[config.mk]
export PLATFORM = sky130hd
export DESIGN_NAME = rv32_ifetch
export DESIGN_NICKNAME = d
export VERILOG_FILES = /design/src/rtl/rv32_ifetch.sv
export SDC_FILE = /design/constraint.sdc
export NUM_CORES = 1
export LEC_CHECK = 0
export ABC_AREA = 1
export BUFFER_PORTS_ARGS = -buffer_cell sky130_fd_sc_hd__buf_4
export CAP_MARGIN = 20
export CORE_MARGIN = 2
export CORE_UTILIZATION = 54
export CTS_CLUSTER_DIAMETER = 100
export DETAILED_ROUTE_END_ITERATION = 7
export GPL_ROUTABILITY_DRIVEN = 0
export MAX_ROUTING_LAYER = met4
export PLACE_DENSITY_LB_ADDON = 0.12
export REMOVE_ABC_BUFFERS = 1
export SYNTH_ARGS = -nofsm -noshare
export SYNTH_HDL_FRONTEND = slang
export SYNTH_SLANG_ARGS = --single-unit
[constraint.sdc]
create_clock -name clk -period 1.73 [get_ports clk]
set_input_delay 0.173 -clock clk [delete_from_list [all_inputs] [get_ports clk]]
set_output_delay 0.173 -clock clk [all_outputs]
set_load 0.02 [all_outputs]
[src/rtl/rv32_ifetch.sv]
// Instruction fetch responder: one request per PC over a req/gnt/rvalid bus,
// returns instruction and PC to decode with flush discard and a one-entry skid.
module rv32_ifetch #(
    parameter logic [31:0] RESET_PC = 32'h0000_0000
) (
    input  logic        clk,
    input  logic        rst_n,
    input  logic [31:0] pc,
    input  logic        flush,
    input  logic        stall,
    output logic        busy,
    output logic        imem_req,
    output logic [31:0] imem_addr,
    input  logic        imem_gnt,
    input  logic        imem_rvalid,
    input  logic [31:0] imem_rdata,
    output logic        if_valid,
    output logic [31:0] if_instr,
    output logic [31:0] if_pc
);

    localparam int unsigned XLEN = 32;
    localparam logic [XLEN-1:0] NOP_INSTR = XLEN'(32'h0000_0013);
    localparam logic [XLEN-1:0] ALIGN_MASK = ~XLEN'(32'h3);

    typedef enum logic [1:0] {
        S_IDLE = 2'd0,
        S_REQ  = 2'd1,
        S_WAIT = 2'd2,
        S_HOLD = 2'd3
    } state_t;

    state_t            r_state;
    logic              r_discard;
    logic [XLEN-1:0]   r_req_pc;
    logic [XLEN-1:0]   r_skid_instr;
    logic [XLEN-1:0]   r_skid_pc;
    logic              r_if_valid;
    logic [XLEN-1:0]   r_if_instr;
    logic [XLEN-1:0]   r_if_pc;

    logic [XLEN-1:0]   w_aligned_pc;
    logic              w_hold_out;
    logic              w_req;
    logic              w_accept;
    logic              w_rsp_keep;
    logic              w_load_rsp;
    logic              w_load_skid;
    logic              w_drain;

    // Decode is holding a valid entry: nothing new may be requested or loaded.
    assign w_aligned_pc = pc & ALIGN_MASK;
    assign w_hold_out   = stall & r_if_valid;
    assign w_req        = (r_state == S_REQ) & ~w_hold_out;
    assign w_accept     = w_req & imem_gnt;
    assign w_rsp_keep   = (r_state == S_WAIT) & imem_rvalid & ~r_discard & ~flush;
    assign w_load_rsp   = w_rsp_keep & ~w_hold_out;
    assign w_load_skid  = w_rsp_keep & w_hold_out;
    assign w_drain      = (r_state == S_HOLD) & ~stall & ~flush;

    assign busy      = ~(w_load_rsp | w_drain);
    assign imem_req  = w_req;
    assign imem_addr = (r_state == S_REQ) ? w_aligned_pc : r_req_pc;
    assign if_valid  = r_if_valid;
    assign if_instr  = r_if_instr;
    assign if_pc     = r_if_pc;

    always_ff @(posedge clk or negedge rst_n) begin
        if (!rst_n) begin
            r_state      <= S_IDLE;
            r_discard    <= 1'b0;
            r_req_pc     <= RESET_PC;
            r_skid_instr <= NOP_INSTR;
            r_skid_pc    <= RESET_PC;
            r_if_valid   <= 1'b0;
            r_if_instr   <= NOP_INSTR;
            r_if_pc      <= RESET_PC;
        end else begin
            // Output register: flush kills, loads replace, consumption empties.
            if (flush) begin
                r_if_valid <= 1'b0;
            end else if (w_load_rsp) begin
                r_if_valid <= 1'b1;
                r_if_instr <= imem_rdata;
                r_if_pc    <= r_req_pc;
            end else if (w_drain) begin
                r_if_valid <= 1'b1;
                r_if_instr <= r_skid_instr;
                r_if_pc    <= r_skid_pc;
            end else if (!stall) begin
                r_if_valid <= 1'b0;
            end

            if (w_load_skid) begin
                r_skid_instr <= imem_rdata;
                r_skid_pc    <= r_req_pc;
            end

            case (r_state)
                S_IDLE: r_state <= S_REQ;
                S_REQ: begin
                    if (w_accept) begin
                        r_req_pc <= w_aligned_pc;
                        r_state  <= S_WAIT;
                        if (flush) begin
                            r_discard <= 1'b1;
                        end
                    end
                end
                S_WAIT: begin
                    if (imem_rvalid) begin
                        r_discard <= 1'b0;
                        r_state   <= w_load_skid ? S_HOLD : S_REQ;
                    end else if (flush) begin
                        r_discard <= 1'b1;
                    end
                end
                S_HOLD: begin
                    if (flush || !stall) begin
                        r_state <= S_REQ;
                    end
                end
                default: r_state <= S_IDLE;
            endcase
        end
    end

endmodule

==> flow_metrics.tcl <==
set metrics [dict create \
    yosys.area_share.xor_xnor_pct 0 \
    synth_top_cell_area_share_pct 51.4 \
    hold_path_class "in -> reg" \
    synth_mux_area_share_pct 0 \
    synthAdderAreaFrac_pct 0.507 \
    htree_levels 4 \
    ios 169 \
    final_hold_viol_count 0 \
    die_h_um 121 \
    yosysWarnings 0 \
    finalSetupViolations 32 \
    placed_area_um2 8910 \
    leakage_nw 5.43 \
    globalRouteOverflowTotal 0 \
    nFillCells 1035 \
    cts_tree "yes" \
    syn_inst 942 \
    critPathLaunchType "flop" \
    clock.fmax_ghz 0.534 \
    area_delta_synth_final_pct 34.4 \
    dr_total_vias 6906 \
    synth.distinct_cells 22 \
    crit_fanout 12 \
    period_needed_ns 1.87 \
    final.setup.worst_slack_ns -0.142 \
    grt_start_max_net_pins 61 \
    synthArstFlopShare_pct 100 \
    antenna_found_initial 0 \
    syn_area_um2 7400 \
    hpwlAfterDp_um 11600 \
    grt_pass1_wl_um 32000 \
    drc 0 \
    startpoint "r_state[0]$_DFFE_PN0P_" \
    worst_setup_path_end_kind "output pin" \
    synth_compound_area_share_pct 8.66 \
    power_mw 14.0 \
    grt_pass1_vias 6625 \
    cts_buffers 17 \
    rows 42 \
    clockBufferDepth 2 \
    ir_worst_vdd_uv 1340 \
    arrival_ns 1.70 \
    r2r-start "r_state[0]$_DFFE_PN0P_" \
    die_area_um2 14700 \
    fp.coreArea_um2 13300 \
    synthTopCellsByArea "dfrtp_1 51%, nand2_1 15%, inv_1 6.6%, o21ai_0 6.5%, nand4_1 5.2%" \
    clock_latency_ns 0.43 \
    reg2reg_depth 10 \
    synth_top_family_by_area "simple AND/OR/NAND/NOR gates" \
    path_class "reg -> out" \
    multi_input_area_um2 2760 \
    whs_path_depth 3 \
    crit_path_frequent_cell "buf_4" \
    fin_tns_setup_ns -3.56 \
    register_area_um2 3960 \
    wl_um 19900 \
    first_iter_violations 553 \
    grtUsageTotal_pct 28.5 \
    rsz0062_at_grt "true" \
    hp-start "pc[27]" \
    synth_top_area_cell "dfrtp_1" \
    clk_pin_slew_worst_paths_ns 0.06 \
    drv_cap 0 \
    critical_path_required_ns 1.56 \
    netlist_top_cells_count "288 x nand2_1, 152 x dfrtp_1, 131 x inv_1" \
    path_cells "buf_4 -> ha_4 -> clkbuf_16 -> o21ai_1 -> buf_4" \
    antenna_left 0 \
    violations "setup timing" \
    design_area_um2 9950 \
    p_per_area_nw_per_um2 1410 \
    synth_most_common_cell "nand2_1" \
    yosysSeqAreaShare_pct 53.5 \
    drt-wirelength-per-cell_um 15.3 \
    syn_area_per_cell_um2 7.86 \
    die_w_um 121 \
    r2r_setup_slack_ns 0.12 \
    synth_simple_gate_area_share_pct 26.6 \
    ys_seq_elements 158 \
    root_buffer "clkbuf_16" \
    slowest_delay_ns 0.39 \
    synth-edff-count 0 \
    drv_slew 0 \
    firstDrtPassIters 4 \
    status "complete, but fails checks" \
    num_antenna_cells 0 \
    layout-drive-gt1-share_pct 23.0 \
    hold_ws_ns 0.0100 \
    cts_sinks 158 \
    fin_crit_sh_pct 108 \
    nets 1189 \
    numPortBuffers 162 \
    fin_skew_ns 0.00942 \
    cpMaxStageDelayCell "dfrtp_1" \
    start_util_pct 55.7 \
    post_drt_via_cell_ratio 5.29 \
    ys.flop_type "dfrtp_1" \
]
[worst max-delay path: cells and delay by family (launching register included)]
family | cells | cell delay (ns)
adders and majority gates | 1 | 0.22
buffers and inverters | 3 | 0.51
DFF | 1 | 0.39
AOI/OAI and AO/OA | 1 | 0.14
[kinds of logic after synthesis]
kind of cell | count (synthesis)
simple gates | 452
buf+inv | 200
fa+ha+maj | 3
other cells | 1
flops | 158
compound gates | 128
[final cells by class]
type	count	area share, %
timing repair buffer	219	19.8
inverter	133	5.14
tap	176	2.21
clock inverter	8	0.679
multi-input combinational	587	27.7
clock buffer	24	4.64
sequential	158	39.8
[what timing repair did]
| action | CTS | global route |
|---|---|---|
| hold buffers | 19 | 0 |
| pin swaps | 2 | 1 |
| endpoints found under the hold margin | 54 | 0 |
| cloned | 1 | 2 |
| gates resized for setup | 52 | 26 |
| endpoints found under the setup margin | 31 | 89 |
| setup buffers | 5 | 7 |
[cell usage in the layout, fill, tap and decap left out, types with 2 or more instances in the layout]
master and instances:
nand2_1 286, buf_4 167, dfrtp_1 152, inv_1 129, o21ai_0 66, nand3_1 64, nand4_1 62, nor2_1 31
a21oi_1 31, clkbuf_16 19, dlygate4sd3_1 19, o21ai_1 17, buf_6 16, o21ai_2 14, buf_12 13, clkinv_2 6
clkbuf_1 6, dfstp_2 6, conb_1 4, inv_2 3, nand2_4 2, nand3_4 2
[state kept, by name, summed over array words and instances (netlist names)]
register / flops
r_skid_pc: 30
if_pc: 30
r_skid_instr: 32
r_req_pc: 30
if_instr: 32
r_state: 2
r_discard: 1
if_valid: 1
[worst paths after layout]
path,to
setup / recovery,imem_addr[22]
hold / removal,r_req_pc[27]$_DFFE_PN0P_
setup reg to reg,if_pc[22]$_DFFE_PN0P_
hold reg to reg,if_instr[18]$_DFFE_PN0P_
max in group asynchronous,if_instr[4]$_DFFE_PN1P_
min in group asynchronous,r_skid_instr[12]$_DFFE_PN0P_
[power breakdown]
group / internal [mW] / switching [mW] / total (mW)
registers: 4.37 / 0.306 / 4.67
clock network: 2.00 / 1.44 / 3.44
logic: 2.37 / 3.53 / 5.90
[metrics by stage]
step | util [%] | std cells | worst slack, ns
detailed placement | 67.0 | 1240 | 0.0203
floorplan | - | 878 | -2.08
global route | 74.8 | 1305 | -0.198
CTS | 73.3 | 1296 | -0.119
finish | 74.8 | 1305 | -0.142
global placement | 67.0 | 1240 | 0.0440
[routing by layer]
layer,up-vias,GRT usage [%],share of wire (%)
met4,0,10.8,2.4
met3,39,5.59,6.5
li1,3318,-,-
met5,-,-,0
met1,3298,37.2,42
met2,251,44.5,49
Note: power is estimated with default switching activity, not from simulation.
